$ cat config.mk
export PLATFORM = sky130hd
export DESIGN_NAME = add_acc_8bit
export DESIGN_NICKNAME = d
export VERILOG_FILES = /design/src/rtl/add_acc_8bit.sv
export SDC_FILE = /design/constraint.sdc
export NUM_CORES = 1
export LEC_CHECK = 0
export ABC_AREA = 1
export ABC_CLOCK_PERIOD_IN_PS = 2000
export CORE_MARGIN = 5
export CORE_UTILIZATION = 50
export DETAILED_ROUTE_END_ITERATION = 7
export PLACE_DENSITY = 0.79
export RECOVER_POWER = 25
export REMOVE_ABC_BUFFERS = 1
export SYNTH_ARGS = -nofsm -noshare
export SYNTH_HDL_FRONTEND = slang
export SYNTH_SLANG_ARGS = --single-unit
$ cat constraint.sdc
create_clock -name clk -period 2 [get_ports clk]
set_clock_uncertainty 0.15 [all_clocks]
set_input_delay 0.6 -clock clk [delete_from_list [all_inputs] [get_ports clk]]
set_output_delay 0.6 -clock clk [all_outputs]
set_load 0.01 [all_outputs]
$ cat src/rtl/add_acc_8bit.sv
// add_acc_8bit: sequential signed add-accumulate unit.
// Sums a stream of signed WIDTH-bit operands into an ACC_WIDTH-bit
// accumulator and presents the result on a held output channel.
//
// Ports
//   clk        rising-edge clock
//   rst_n      asynchronous active-low reset
//   in_valid   operand present
//   in_ready   block accepts an operand this cycle (registered)
//   in_data    signed operand
//   in_last    final operand of the current stream
//   clear      synchronous abort/flush, overrides everything but reset
//   out_valid  result held
//   out_ready  consumer takes the result
//   out_data   signed sum (saturated or wrapped)
//   out_ovf    overflow occurred somewhere in the stream
//   out_count  operands accepted in the stream, saturating at 255
//
// State  | meaning
// IDLE   | waiting for the first operand of a stream, accumulator is zero
// ACCUM  | stream in progress, accumulating accepted operands
// HOLD   | result presented on out_*, waiting for out_ready
module add_acc_8bit #(
  parameter int WIDTH     = 8,
  parameter int ACC_WIDTH = 16,
  parameter bit SATURATE  = 1'b1
) (
  input  logic                 clk,
  input  logic                 rst_n,
  input  logic                 in_valid,
  output logic                 in_ready,
  input  logic [WIDTH-1:0]     in_data,
  input  logic                 in_last,
  input  logic                 clear,
  output logic                 out_valid,
  input  logic                 out_ready,
  output logic [ACC_WIDTH-1:0] out_data,
  output logic                 out_ovf,
  output logic [7:0]           out_count
);

  typedef enum logic [1:0] {
    IDLE  = 2'd0,
    ACCUM = 2'd1,
    HOLD  = 2'd2
  } state_t;

  localparam logic [ACC_WIDTH-1:0] ACC_MAX = {1'b0, {(ACC_WIDTH-1){1'b1}}};
  localparam logic [ACC_WIDTH-1:0] ACC_MIN = {1'b1, {(ACC_WIDTH-1){1'b0}}};

  state_t               state;
  logic [ACC_WIDTH-1:0] acc;
  logic [7:0]           count;
  logic                 ovf;

  logic                 in_fire;
  logic [ACC_WIDTH:0]   sum;
  logic                 sum_ovf;
  logic [ACC_WIDTH-1:0] acc_next;
  logic [7:0]           count_next;
  logic                 ovf_next;

  assign in_fire = in_valid & in_ready;

  // One guard bit above the accumulator: the true sum always fits, so
  // overflow is simply a disagreement between the two top bits.
  assign sum     = {acc[ACC_WIDTH-1], acc}
                 + {{(ACC_WIDTH+1-WIDTH){in_data[WIDTH-1]}}, in_data};
  assign sum_ovf = sum[ACC_WIDTH] ^ sum[ACC_WIDTH-1];

  always_comb begin
    acc_next = sum[ACC_WIDTH-1:0];
    if (SATURATE && sum_ovf) begin
      // The guard bit carries the sign of the true sum.
      acc_next = sum[ACC_WIDTH] ? ACC_MIN : ACC_MAX;
    end
  end

  assign ovf_next   = ovf | sum_ovf;
  assign count_next = (count == 8'hFF) ? 8'hFF : count + 8'd1;

  // acc/count/ovf are zeroed as soon as the last operand is captured, so
  // they are already clean when the block returns to IDLE.
  always_ff @(posedge clk or negedge rst_n) begin
    if (!rst_n) begin
      state     <= IDLE;
      acc       <= '0;
      count     <= '0;
      ovf       <= 1'b0;
      in_ready  <= 1'b0;
      out_valid <= 1'b0;
      out_data  <= '0;
      out_ovf   <= 1'b0;
      out_count <= '0;
    end else if (clear) begin
      state     <= IDLE;
      acc       <= '0;
      count     <= '0;
      ovf       <= 1'b0;
      in_ready  <= 1'b1;
      out_valid <= 1'b0;
    end else begin
      case (state)
        IDLE, ACCUM: begin
          in_ready <= 1'b1;
          if (in_fire) begin
            if (in_last) begin
              state     <= HOLD;
              in_ready  <= 1'b0;
              out_valid <= 1'b1;
              out_data  <= acc_next;
              out_ovf   <= ovf_next;
              out_count <= count_next;
              acc       <= '0;
              count     <= '0;
              ovf       <= 1'b0;
            end else begin
              state <= ACCUM;
              acc   <= acc_next;
              count <= count_next;
              ovf   <= ovf_next;
            end
          end
        end
        HOLD: begin
          // in_ready stays low in the handshake cycle; it rises with IDLE.
          if (out_ready) begin
            state     <= IDLE;
            out_valid <= 1'b0;
            in_ready  <= 1'b1;
          end
        end
        default: begin
          state    <= IDLE;
          in_ready <= 1'b1;
        end
      endcase
    end
  end

endmodule

==> out/metrics.cfg, run 1 <==
[run_status]
run_status=complete, but fails checks
failed_checks=setup timing

[critical_path]
critPathMaxFanout=5
worst_path_max_delay_cell=ha_4
critical_path.most_common_cell=nand2_1
endpoint_kind=flip-flop
worstPathBufferInverterCount=3
setup.worst_path.class=input port to flip-flop
worst_path_dominant_cell_family=simple AND/OR/NAND/NOR gates
startpoint_type=input port
crit_required_ns=2.06
cp_cell_sequence=buf_2 > buf_8 > ha_4 > a21oi_1 > nand2_1 > a21oi_2 > nand3_4 > nand4_4 > buf_6 > nand2_2 > nand2_1 > nand2_1
data_arrival_time_at_the_worst_slack_endpoint_ns=2.51
biggest_cell_delay_along_the_critical_path_ns=0.27

[placement]
place_ws_ns=-1.07
place_hpwl_um=6060
placedCellCount=600
dpl-instance-area_um2=4090
io_buffers=40
routabilityCongestion=0.907

[global_route]
grt_antenna_before_repair=0
grt_util_all_layers=0.238
overflow=0
number_of_global_route_vias_before_repair=3390
grt_max_degree=25
grt_first_pass_wirelength_um=16000

[route]
route.final.wire_length_um=11400
wire_per_inst_um=18.3
drtAntennaViolNets=0
via_count=3610
starting_drt_drc_count=353
detail_route.drc_violations=0
avgViaCountPerCell=5.77
drt_pre_antenna_iters=5

[clocking]
tritoncts_clock_tree=done
post_cts_hold_buffer_count=0
clock_path_buffers=2
clock_latency_ns=0.32
clkTransAtPathRegs_ns=0.10
cts.htree.levels=2
number_of_buffers_inserted_during_clock_tree_synthesis=5
numClockSinks=54
cts-root-buf=clkbuf_8

[power_and_ir_drop]
internal-power_mw=2.21
share_clk_of_total_power=0.193
netSwitchingFraction=0.377
net-switching-power_mw=1.34
pwr-share-seq=0.380
p_total_mw=3.56
power.share.combinational=0.427
leakagePower_nw=2.76
vdd_ir_drop_max_mv=0.624
power_dens_cells_nw_per_um2=720

[sta]
layout_worst_path_cycle_share=1.22
report.final.slew_viol_count=0
worst_slew_margin_rel=0.434
layout_setup_ws_ns=-0.446
holdWs_ns=0.204
setup-violations-final=34
timing.final.crit_period_ns=2.45
achievable-frequency_ghz=0.409
timing_hold_violations_final=0
tightestPinTransition_ns=0.849
rsz_0062_raised_after_global_routing=true
timing.setup.tns_ns=-12.98

[final_layout]
layout-drive-gt1-share=0.344
fillers=377
syn_to_layout_area_delta_pct=52.7
nNetsFinal=580
fin_area_um2=4940
number_of_standard_cells_in_the_layout_taps_in_and_fillers_out=626
layout.core_utilization=0.783
antennaDiodeCount=0

[logic_synthesis]
synth_instances=444
main_flop_type_after_synthesis=dfrtp_1
synth_top_cell_area_share=0.417
synthMostInstantiatedCell=nand2_1
yosys.cell_types.count=32
cell_accounting_for_the_most_synthesized_area=dfrtp_1
yosysSeqAreaShare=0.417
post_synth.cell_area_avg_um2=7.29
netlist_top_cells_count=nand2_1 (196), dfrtp_1 (54), inv_1 (43)
synth_edf_count=0
yosysWarnings=0
synth.top_cells.by_area=dfrtp_1 (42%), nand2_1 (23%), ha_1 (6.6%), inv_1 (5.0%), o21ai_0 (2.9%)
asyncSetResetFlopFracSynth=1.00
netlist_area_um2=3240
synthesized_flop_and_latch_total=54

[flow_run]
drv.max_cap_violation_count=0

[floorplan]
floorplan.initialDensity=0.513
core_um2=6310
dieArea_um2=8190
die_width_um=90.5
ioPinCount=41
fp-row-count=29
y_dimension_of_the_die_um=90.5

[min_path]
holdCritPathClass=input port to async pin

==> cell usage in the layout, fill, tap and decap left out, types with 4 or more instances in the layout <==
cell type / count
nand3_2: 7
nand2_1: 143
ha_4: 14
buf_6: 5
inv_1: 38
o22ai_1: 5
clkdlybuf4s50_1: 9
dlymetal6s2s_1: 19
a21oi_1: 14
o21ai_0: 17
clkbuf_8: 6
inv_2: 7
buf_4: 55
dfrtp_1: 54
xor2_1: 7
dlygate4sd2_1: 8
nand2_8: 5
nor2_1: 18
nand2_2: 46
nand3_1: 7
nand3_4: 4
a21oi_2: 4
nor3_1: 5
nand2_4: 13
==> repair_timing <==
item / in CTS / in global routing
pin swaps: 31 / 33
buffers inserted: 12 / 3
cloned: 4 / 0
gates resized for setup: 76 / 95
endpoints found under the setup margin: 37 / 53
==> flip-flops by register name (all words and copies together) (netlist names) <==
signal     count
out_count      8
ovf            1
out_data      16
in_ready       1
acc           16
count          8
state          2
out_ovf        1
out_valid      1
==> final cells by class <==
class | instances | area [um^2] | share of cell area
inverters | 47 | 179 | 0.0362
repair buffers | 105 | 967 | 0.196
multi-input cells | 335 | 2250 | 0.455
clock inverters | 2 | 16.3 | 0.00329
clock buffers | 6 | 82.6 | 0.0167
flip-flops and latches | 54 | 1350 | 0.273
well taps | 77 | 96.3 | 0.0195
==> worst reg2reg max path, stage by stage, from the launching register on <==
cell and delay [ns]:
dfrtp_1 0.48, ha_4 0.33, nand2_2 0.07, inv_2 0.08, nand2_2 0.10, nor3_4 0.28, nand2_4 0.11, nand2_4 0.08
nand2_4 0.08, nand4_4 0.14, buf_6 0.17, nand2_2 0.10, nand2_1 0.07, nand2_1 0.06
==> path summary, 6_finish.rpt <==
check | from | slack [ns] | end | depth (start not counted)
max reg2reg | acc[8] | -0.39 | out_data[7] | 13
max | in_data[7] | -0.45 | out_data[7] | 12
max in group asynchronous | rst_n | 0.53 | out_count[4] | 2
min in group clk | out_data[12] | 0.34 | out_data[12] | 2
min reg2reg | out_data[12] | 0.34 | out_data[12] | 2
min | rst_n | 0.20 | out_data[10] | 1
==> metal layers <==
metal	global-route usage	part of all wire
met4	0.0844	0.053
met1	0.297	0.38
met5	0	0
met3	0.0442	0.071
met2	0.408	0.49
==> cell families (layout without fill, tap and decap cells) <==
logic type | count (synthesis) | after routing | synth area share
AOI/OAI and AO/OA | 47 | 47 | 0.0800
xor gates and xnor gates | 10 | 10 | 0.0270
adders and majority gates | 18 | 18 | 0.0719
buffers and inverters | 57 | 160 | 0.0695
DFF | 54 | 54 | 0.417
and+or+nand+nor | 258 | 260 | 0.334
==> power by group through the flow <==
stage / logic, mW / registers [mW] / clock network, mW
floorplan: 0.497 / 1.39 / 0
global placement: 1.08 / 1.35 / 0
detailed placement: 1.11 / 1.35 / 0
CTS: 1.28 / 1.35 / 0.680
global route: 1.62 / 1.37 / 0.733
finish: 1.52 / 1.35 / 0.687
Note: power is estimated with default switching activity, not from simulation.
==> run 2, diff against run 1 <==
--- a/config.mk
+++ b/config.mk
@@ -5,12 +5,12 @@
 export SDC_FILE = /design/constraint.sdc
 export NUM_CORES = 1
 export LEC_CHECK = 0
-export ABC_AREA = 1
+export ABC_AREA = 0
 export ABC_CLOCK_PERIOD_IN_PS = 2000
 export CORE_MARGIN = 5
-export CORE_UTILIZATION = 50
+export CORE_UTILIZATION = 51
 export DETAILED_ROUTE_END_ITERATION = 7
-export PLACE_DENSITY = 0.79
+export PLACE_DENSITY = 0.77
 export RECOVER_POWER = 25
 export REMOVE_ABC_BUFFERS = 1
 export SYNTH_ARGS = -nofsm -noshare
==> run 2 against run 1 <==
  * Largest power group unchanged
  * Count of clock-buffer cells in the layout stayed put
  * Power is 14% higher
  * The flow still finishes with violations (setup timing)
  * Hold slack better by 0.15 ns
  * Non-clock buffer count is 43 higher
  * Critical path depth is 2 lower
==> out/metrics.cfg, run 2 <==
[run_status]
run_status=complete, but fails checks
failed_checks=setup timing

[sta]
achievable-frequency_ghz=0.376
report.final.slew_viol_count=0
rsz_0062_raised_after_global_routing=true
setup-violations-final=34
layout_worst_path_cycle_share=1.33
timing.setup.tns_ns=-19.79
worst_slew_margin_rel=0.0979
tightestPinTransition_ns=1.35
holdWs_ns=0.351
timing_hold_violations_final=0
layout_setup_ws_ns=-0.659
timing.final.crit_period_ns=2.66

[logic_synthesis]
yosysWarnings=0
yosysSeqAreaShare=0.407
asyncSetResetFlopFracSynth=1.00
main_flop_type_after_synthesis=dfrtp_1
synth_edf_count=0
synth_top_cell_area_share=0.407
netlist_top_cells_count=dfrtp_1 (54), nand2_1 (48), a21oi_1 (26)
synthMostInstantiatedCell=dfrtp_1
cell_accounting_for_the_most_synthesized_area=dfrtp_1
synth.top_cells.by_area=dfrtp_1 (41%), ha_1 (6.4%), nand2_1 (5.4%), o311ai_2 (4.4%), o211ai_1 (4.3%)
synthesized_flop_and_latch_total=54
post_synth.cell_area_avg_um2=9.71
netlist_area_um2=3320
yosys.cell_types.count=50
synth_instances=342

[critical_path]
rr_worst_depth=10
critPathMaxFanout=7
critical_path.most_common_cell=buf_6
endpoint_kind=flip-flop
cp_cell_sequence=ha_4 > buf_6 > a211oi_4 > o211ai_2 > a311oi_4 > buf_6 > a21o_4 > o21ai_4 > buf_12 > o311ai_4
worst_path_max_delay_cell=dfrtp_1
biggest_cell_delay_along_the_critical_path_ns=0.42
crit_path_start=acc[0]
crit_required_ns=2.06
path_length_in_cells_of_the_critical_path=10
data_arrival_time_at_the_worst_slack_endpoint_ns=2.72
r2r-start=acc[0]
startpoint_type=flip-flop
setup.worst_path.class=flip-flop to flip-flop
worstPathBufferInverterCount=3
regToRegEndpoint=out_data[3]
r2r_setup_slack_ns=-0.66
worst_path_dominant_cell_family=compound AO/OA/AOI/OAI gates

[final_layout]
layout_common_cells=buf_4 (86), dfrtp_1 (54), nand2_1 (47)
fin_area_um2=5310
regArea_um2=1350
syn_to_layout_area_delta_pct=59.8
multi_input_area_um2=2330
layout.core_utilization=0.836
mostFrequentLayoutCell=buf_4
nNetsFinal=514
fillers=298
largest_registers_ranked_by_flip_flop_count=acc: 16 flops, out_data: 16 flops
layout-drive-gt1-share=0.402
number_of_standard_cells_in_the_layout_taps_in_and_fillers_out=561

[floorplan]
dieArea_um2=8220
die_width_um=90.7
fp-row-count=29
floorplan.initialDensity=0.523
core_um2=6350
y_dimension_of_the_die_um=90.7
ioPinCount=41

[placement]
dpl-instance-area_um2=4410
placedCellCount=526
place_hpwl_um=6590
routabilityCongestion=0.935
place_ws_ns=-1.34
io_buffers=40

[clocking]
number_of_buffers_inserted_during_clock_tree_synthesis=5
clock_path_buffers=2
cts.htree.levels=2
cts-root-buf=clkbuf_8
clkTransAtPathRegs_ns=0.10
tritoncts_clock_tree=done
clock_latency_ns=0.32
numClockSinks=54
post_cts_hold_buffer_count=0

[route]
drt_pre_antenna_iters=5
route.final.wire_length_um=13500
detail_route.drc_violations=0
avgViaCountPerCell=6.64
drtAntennaViolNets=0
wire_per_inst_um=24.1
starting_drt_drc_count=450
via_count=3726

[global_route]
number_of_global_route_vias_before_repair=3717
grt_first_pass_wirelength_um=20100
grt_util_all_layers=0.306
grt_antenna_before_repair=1
overflow=0
grt_max_degree=55

[min_path]
holdCritPathClass=flip-flop to flip-flop
worstHoldEndpoint=acc[15]
worst_hold_path.num_cells=1
min_from=acc[15]

[power_and_ir_drop]
power_dens_cells_nw_per_um2=763
leakagePower_nw=2.50
p_total_mw=4.05
vdd_ir_drop_max_mv=0.634

[flow_run]
drv.max_cap_violation_count=0

## run 2: worst register-to-register path, cell delays in order, from the launching register on
cell	delay, ns
dfrtp_1	0.42
ha_4	0.18
buf_6	0.12
a211oi_4	0.31
o211ai_2	0.17
a311oi_4	0.25
buf_6	0.20
a21o_4	0.19
o21ai_4	0.11
buf_12	0.18
o311ai_4	0.28
## run 2: cell type report
class,count,share of cell area
Tap cell,77,0.0182
Multi-Input combinational cell,263,0.440
Inverter,10,0.00707
Clock inverter,2,0.00236
Sequential cell,54,0.255
Antenna cell,1,0.000472
Timing Repair Buffer,148,0.262
Clock buffer,6,0.0156
## run 2: power by group
part           internal, mW  switching, mW  total (mW)  leakage (nW)
combinational          1.00          0.956        1.96          1.76
clock                 0.280          0.397       0.677        0.0472
sequential             1.28          0.140        1.42         0.696
## run 2: how the worst max path moves through the flow
| stage | to | slack [ns] |
|---|---|---|
| after floorplan | out_data[10] | -0.90 |
| after global placement | out_data[6] | -1.26 |
| after detailed placement | out_data[0] | -1.34 |
| after CTS | out_data[4] | -0.50 |
| after global routing | out_data[10] | -0.69 |
| final | out_data[3] | -0.66 |
## run 2: repair_timing
item,in CTS,in global routing
resized for setup,108,29
setup buffers,16,6
endpoints found under the setup margin,43,62
gates cloned,4,0
pin swaps,42,18
## run 2: cells by family after synthesis
kind of cell | Yosys count | share of synthesized area
compound gates | 119 | 0.283
simple gates | 110 | 0.161
flops | 54 | 0.407
buf+inv | 25 | 0.0373
fa+ha+maj | 18 | 0.0701
xor+xnor | 16 | 0.0422
## run 2: per-layer routing
metal  up-vias  global-route usage  share of wire
met5         -                   0              0
met4         0               0.146          0.058
met3        85              0.0517          0.091
met2       289               0.512           0.48
met1      1807               0.382           0.37
li1       1545                   -              -
==> run 3, diff against run 2 <==
--- a/config.mk
+++ b/config.mk
@@ -7,12 +7,12 @@
 export LEC_CHECK = 0
 export ABC_AREA = 0
 export ABC_CLOCK_PERIOD_IN_PS = 2000
+export CORE_ASPECT_RATIO = 1.25
 export CORE_MARGIN = 5
 export CORE_UTILIZATION = 51
 export DETAILED_ROUTE_END_ITERATION = 7
 export PLACE_DENSITY = 0.77
 export RECOVER_POWER = 25
-export REMOVE_ABC_BUFFERS = 1
 export SYNTH_ARGS = -nofsm -noshare
 export SYNTH_HDL_FRONTEND = slang
 export SYNTH_SLANG_ARGS = --single-unit
==> run 3 against run 2 <==
  * The flow still finishes with violations (setup timing)
  * Setup slack better by 0.0014 ns
  * Clock power is 13% higher
  * Sequential share of layout area is 0.090 points higher
  * Power is 1.0% higher
  * Critical path depth is 1 higher
  * Cell area is 0.35% lower
  * Global-route usage is 3.0 points lower
  * Hold slack better by 0.0083 ns
==> out/metrics.cfg, run 3 (same netlist as run 2, synthesis figures left out) <==
[clocking]
tritoncts_clock_tree=done
numClockSinks=54
number_of_buffers_inserted_during_clock_tree_synthesis=5
cts.htree.levels=2
clock_path_buffers=2
post_cts_hold_buffer_count=0
clock_latency_ns=0.33
cts-root-buf=clkbuf_8
clkTransAtPathRegs_ns=0.10

[floorplan]
core_um2=6440
dieArea_um2=8230
die_width_um=82.2
ioPinCount=41
floorplan.initialDensity=0.516
fp-row-count=33
y_dimension_of_the_die_um=100

[sta]
achievable-frequency_ghz=0.376
report.final.slew_viol_count=0
rsz_0062_raised_after_global_routing=true
layout_setup_ws_ns=-0.657
timing.final.crit_period_ns=2.66
worst_slew_margin_rel=0.0821
timing.setup.tns_ns=-20.46
timing_hold_violations_final=0
layout_worst_path_cycle_share=1.33
tightestPinTransition_ns=1.38
setup-violations-final=35

[route]
detail_route.drc_violations=0
starting_drt_drc_count=376
drt_pre_antenna_iters=5
drtAntennaViolNets=0
wire_per_inst_um=22.3
via_count=3628
route.final.wire_length_um=12600
avgViaCountPerCell=6.40

[placement]
placedCellCount=529
routabilityCongestion=0.926
place_hpwl_um=6460
io_buffers=40
place_ws_ns=-1.25

[final_layout]
number_of_standard_cells_in_the_layout_taps_in_and_fillers_out=567
layout_common_cells=buf_4 (82), dfrtp_1 (54), nand2_1 (46)
layout-drive-gt1-share=0.404
syn_to_layout_area_delta_pct=59.2
largest_registers_ranked_by_flip_flop_count=acc: 16 flops, out_data: 16 flops
antennaDiodeCount=0
nNetsFinal=511
layout.core_utilization=0.821
mostFrequentLayoutCell=buf_4

[global_route]
overflow=0
grt_antenna_before_repair=0
grt_util_all_layers=0.276
number_of_global_route_vias_before_repair=3572
grt_max_degree=55
grt_first_pass_wirelength_um=17500

[power_and_ir_drop]
net-switching-power_mw=1.46
leakagePower_nw=2.49
vdd_ir_drop_max_mv=0.716
power_dens_cells_nw_per_um2=774
internal-power_mw=2.63
share_clk_of_total_power=0.187
netSwitchingFraction=0.358
power.share.combinational=0.470
pwr-share-seq=0.344

[critical_path]
setup.worst_path.class=input port to flip-flop
startpoint_type=input port
critPathMaxFanout=7
crit_required_ns=2.04
data_arrival_time_at_the_worst_slack_endpoint_ns=2.70
worst_path_dominant_cell_family=compound AO/OA/AOI/OAI gates
worstPathBufferInverterCount=5
biggest_cell_delay_along_the_critical_path_ns=0.32
cp_cell_sequence=buf_2 > buf_6 > buf_12 > ha_4 > a21oi_1 > o21a_1 > buf_4 > a211oi_4 > o211ai_4 > clkbuf_16 > o311ai_2
endpoint_kind=flip-flop
worst_path_max_delay_cell=a21oi_1

[run_status]
run_status=complete, but fails checks
failed_checks=setup timing

[flow_run]
drv.max_cap_violation_count=0

[logic_synthesis]
synth_fp_nets=374

[min_path]
holdCritPathClass=flip-flop to flip-flop

## run 3: cell types whose count changed in the layout (fill, tap and decap cells not counted), moves of 3 or more
cell	previous run	this run
buf_4	86	82
o311ai_4	9	5
a21oi_2	7	4
a21oi_4	1	4
o311ai_2	3	6
## run 3: path summary, 6_finish.rpt
check	to	startpoint	depth (start not counted)	slack, ns
min reg2reg	out_count[7]	out_count[7]	2	0.36
min	out_count[7]	out_count[7]	2	0.36
max	out_data[14]	in_data[7]	11	-0.66
max reg2reg	out_data[10]	acc[0]	11	-0.63
max in group asynchronous	count[1]	rst_n	2	0.35
min in group asynchronous	acc[5]	rst_n	2	0.52
## run 3: timing repair
| item | CTS | global route |
|---|---|---|
| resized for setup | 73 | 40 |
| gates cloned | 1 | 2 |
| pin swaps | 33 | 28 |
| endpoints found under the setup margin | 38 | 62 |
| setup buffers | 20 | 8 |
## run 3: per-layer routing
| metal | wire, um | GRT usage |
|---|---|---|
| met4 | 859 | 0.155 |
| met5 | 0 | 0 |
| met1 | 4440 | 0.315 |
| met3 | 745 | 0.0359 |
| met2 | 6590 | 0.485 |
## run 3: stage by stage
step	instance area, um^2	hold WS, ns	power (mW)
3_5_place_dp	4550	0.321	2.88
6_report	5290	0.359	4.09
2_1_floorplan	3490	0.154	2.16
4_1_cts	5030	0.124	3.82
5_1_grt	5290	0.385	4.26
3_3_place_gp	4550	0.319	2.84
## run 3: power by group through the flow
stage / clock network, mW / logic, mW / registers, mW
after floorplan: 0 / 0.690 / 1.47
after global placement: 0 / 1.44 / 1.40
after detailed placement: 0 / 1.47 / 1.41
after CTS: 0.756 / 1.67 / 1.39
after global routing: 0.815 / 2.02 / 1.43
final: 0.763 / 1.92 / 1.41
## run 3: layout make-up
class / instances / area (um^2)
clock buffer: 7 / 76.3
clock inverter: 1 / 30.0
fill: 361 / 1150
tap: 87 / 109
multi-input combinational: 263 / 2340
timing repair buffer: 145 / 1340
sequential: 54 / 1350
inverter: 10 / 37.5
## run 3: worst min-delay path, cell delays in order, from the launching register on
cell and delay (ns):
dfrtp_1 0.37, nand2_1 0.05, o21ai_0 0.06
==> edit 1: new RTL, settings of run 2 <==
Set the parameter `ACC_WIDTH` to 18 (it was 16).
--- a/src/rtl/add_acc_8bit.sv
+++ b/src/rtl/add_acc_8bit.sv
@@ -24,3 +24,3 @@
   parameter int WIDTH     = 8,
-  parameter int ACC_WIDTH = 16,
+  parameter int ACC_WIDTH = 18,
   parameter bit SATURATE  = 1'b1
Ports: changed (resized out_data); port bits go from 41 to 43. The function was not compared with the original's and may differ.
==> edit 1 against run 2 <==
Cell area down 0.92%. First-iteration DRC count down 4.7%. Sequential cell count up 4. Setup slack worse by 550 ps. Highest routed layer unchanged. Largest power group unchanged. Routed wire length down 4.9%. Area after synthesis up 2.3%. Via count down 1.7%. Count of clock-buffer cells in the layout up 3. The run still ends with setup timing left. Critical path depth unchanged. Critical path type unchanged. Power up 13%.
==> edit 1: results (changes against run 2) <==
================================================================================
Vias in the first global route ....................................        3,541   -4.7%
Run status ........................................................ complete, but fails checks
Antenna diodes ....................................................            0   -1
Number of multi-input combinational cells in the layout ...........          261   -0.76%
Start point of the worst min-delay path ........................... out_count[6]
Sequential fraction of the synthesis area .........................        0.427   +0.0203
Area of the core ..................................................    6420 um^2   +1.1%
Routability-driven placement congestion ratio .....................        0.871   -6.8%
Worst hold margin .................................................       346 ps   -5.13 ps
Gate Count Post-Synth .............................................          339   -0.88%
GRT met3 Usage ....................................................       0.0368   -0.0148
Data arrival time at the worst-slack endpoint .....................      3290 ps   +570 ps
Number of buffers inserted to repair setup after CTS ..............           14   -2
Detailed placer's ending HPWL .....................................      6430 um   -2.4%
# placed instances ................................................          521   -0.95%
Max FO, Critical Path .............................................            2   -5
Routed wire length ................................................    12,900 um   -4.9%
Failing checks .................................................... setup timing
Synth top cells by count .......................................... 58 x sky130_fd_sc_hd__dfrtp_1, 31 x sky130_fd_sc_hd__o21ai_0, 25 x sky130_fd_sc_hd__a21oi_1
Final-report setup violation count ................................           41   +21%
Number of buffers other than clock buffers in the final layout ....          136   -8.1%
Fraction of area in registers .....................................        0.276   +0.0216
Final Worst Setup Slack ...........................................     -1210 ps   -548 ps
Number of antenna violations at the first check in global routing .            0   -1
Per-cell routed wire length .......................................      23.3 um   -3.2%
Top cells by area in the synthesized netlist ...................... sky130_fd_sc_hd__dfrtp_1 43%, sky130_fd_sc_hd__ha_1 7.0%, sky130_fd_sc_hd__o21ai_0 4.6%
Largest voltage drop on the vdd net ...............................     0.652 mV   +2.8%
================================================================================
## edit 1: cell types whose count changed in the layout (fill, tap and decap cells not counted), sizes merged, moves of 6 or more
cell                run 2  this run
inv                    10         4
xnor2                   7        14
mux2                    0        12
nand2                  48        24
a22o                    2        15
o211ai                 25         4
maj3                    0        13
o311ai                 12         0
buf                   113        96
dlygate4sd2             4        15
o21ai                  21        33
## edit 1: worst max path at each step
stage                     depth (start not counted)  slack, ps      endpoint  startpoint
after detailed placement                         10      -1970        acc[0]  in_data[7]
after global routing                             10      -1260  out_data[12]      acc[0]
final                                            10      -1210  out_data[12]      acc[0]
after global placement                           10      -1850        acc[0]  in_data[7]
after CTS                                        10      -1100  out_data[12]      acc[0]
after floorplan                                   8      -1460  out_data[12]  in_data[1]
## edit 1: where the power goes
| part | switching, mW | internal, mW |
|---|---|---|
| registers | 0.153 | 1.40 |
| clock network | 0.521 | 0.433 |
| logic | 0.977 | 1.08 |
| total | 1.65 | 2.91 |
## edit 1: cell families (layout without fill, tap and decap cells)
logic type | after synthesis | after routing | share of synthesized area
AO/OA/AOI/OAI | 114 | 115 | 0.221
AND/OR/NAND/NOR | 80 | 80 | 0.114
flip-flops | 58 | 58 | 0.427
adder cells (fa/ha/maj) | 33 | 33 | 0.117
XOR/XNOR | 21 | 21 | 0.0541
buffers and inverters | 21 | 155 | 0.0265
multiplexers | 12 | 12 | 0.0398
## edit 1: routing by layer
| metal | up-vias | part of all wire |
|---|---|---|
| li1 | 1520 | - |
| met1 | 1780 | 0.38 |
| met2 | 284 | 0.48 |
| met3 | 79 | 0.082 |
| met4 | 0 | 0.054 |
| met5 | - | 0 |
==> edit 2: new RTL, flow settings as in run 2 <==
Without the edit above. The 3 states of `state_t` get a one-hot encoding in 3 bits.
--- a/src/rtl/add_acc_8bit.sv
+++ b/src/rtl/add_acc_8bit.sv
@@ -41,6 +41,6 @@
 
-  typedef enum logic [1:0] {
-    IDLE  = 2'd0,
-    ACCUM = 2'd1,
-    HOLD  = 2'd2
+  typedef enum logic [2:0] {
+    IDLE  = 3'b001,
+    ACCUM = 3'b010,
+    HOLD  = 3'b100
   } state_t;
Formal check against the unedited RTL: same outputs for any inputs over 4 cycles, from zero or initial values and one cycle with rst_n low; so few cycles prove little.
==> edit 2 against run 2 <==
The run still ends with setup timing left. Critical path depth up 1. Critical path type is now input pin to flop. Non-clock buffer count down 28. Count of clock-buffer cells in the layout down 1. Area after synthesis down 5.5%. Power up 6.6%. Setup slack worse by 130 ps. First-iteration DRC count down 34%. Routed wire length down 23%. Sequential share of layout area up 2.7 points. Synthesized cell count down 2.9%. Sequential cell count up 1. Cell area down 8.0%. Register-to-register slack worse by 90 ps.
==> edit 2: results (changes against run 2) <==
=============================================================================
R2r startpoint .................................................       acc[6]
Largest voltage drop on the vdd net ............................     0.568 mV   -10%
Synth top cells by count ....................................... 54 x sky130_fd_sc_hd__dfrtp_1, 38 x sky130_fd_sc_hd__nor2_1, 30 x sky130_fd_sc_hd__o21ai_0
Proportion of layout cells with a drive suffix above 1 .........        0.387   -0.0143
Post-layout instance count excluding filler cells ..............          519   -7.5%
Per-cell routed wire length ....................................      19.9 um   -17%
Overall routing resource usage .................................        0.261   -0.0452
Vias in the first global route .................................        3,307   -11%
Final-report setup violation count .............................           34   unchanged
Fraction of area in registers ..................................        0.282   +0.0274
Number of buffers other than clock buffers in the final layout .          120   -19%
First-pass GRT wire length .....................................    15,800 um   -21%
DRC violation total after the first TritonRoute iteration ......          295   -34%
Final Worst Setup Slack ........................................      -787 ps   -129 ps
Max FO, Critical Path ..........................................            5   -2
Routed via count ...............................................        3,186   -14%
Run status ..................................................... complete, but fails checks
Failing checks ................................................. setup timing
Post-DP Area ...................................................    4100 um^2   -7.0%
# placed instances .............................................          497   -5.5%
Detailed placer's ending HPWL ..................................      5800 um   -12%
Post-Synthesis Mean Instance Area ..............................    9.45 um^2   -2.7%
Reg2reg path depth .............................................            9   -1
Number of buffers inserted to repair setup after CTS ...........            8   -8
Final-layout clock buffer total ................................            5   -1
Endpoint of the worst register-to-register path ................      acc[11]
Buffering overhead .............................................        0.228   -0.0342
Slack of the worst reg-to-reg path .............................      -750 ps   -90 ps
Inverter count .................................................            9   -1
Worst hold margin ..............................................       356 ps   +5.48 ps
Start point of the worst min-delay path ........................ out_count[6]
FFs & Latches ..................................................           55   +1.9%
=============================================================================
[edit 2: routing by layer]
layer  GRT usage  routed length [um]  share of wire  vias up
met5           0                   0              0        -
met4       0.141                 490          0.047        0
met3      0.0493                 567          0.055       46
met2       0.455                5430           0.52      152
met1       0.302                3860           0.37     1556
li1            -                   -              -     1432
[edit 2: logic make-up (layout without fill, tap and decap cells)]
| group | after synthesis | in the layout | synth area share |
|---|---|---|---|
| AO/OA/AOI/OAI | 107 | 107 | 0.233 |
| AND/OR/NAND/NOR | 103 | 103 | 0.148 |
| flip-flops | 55 | 55 | 0.439 |
| adder cells (fa/ha/maj) | 18 | 18 | 0.0742 |
| buffers and inverters | 25 | 137 | 0.0331 |
| XOR/XNOR | 18 | 18 | 0.0503 |
| multiplexers | 6 | 6 | 0.0215 |
[edit 2: where the power goes]
part	internal, mW	leakage (nW)	switching, mW
logic	1.14	1.54	0.999
clock network	0.257	0.0452	0.407
registers	1.35	0.697	0.161
total	2.75	2.28	1.57
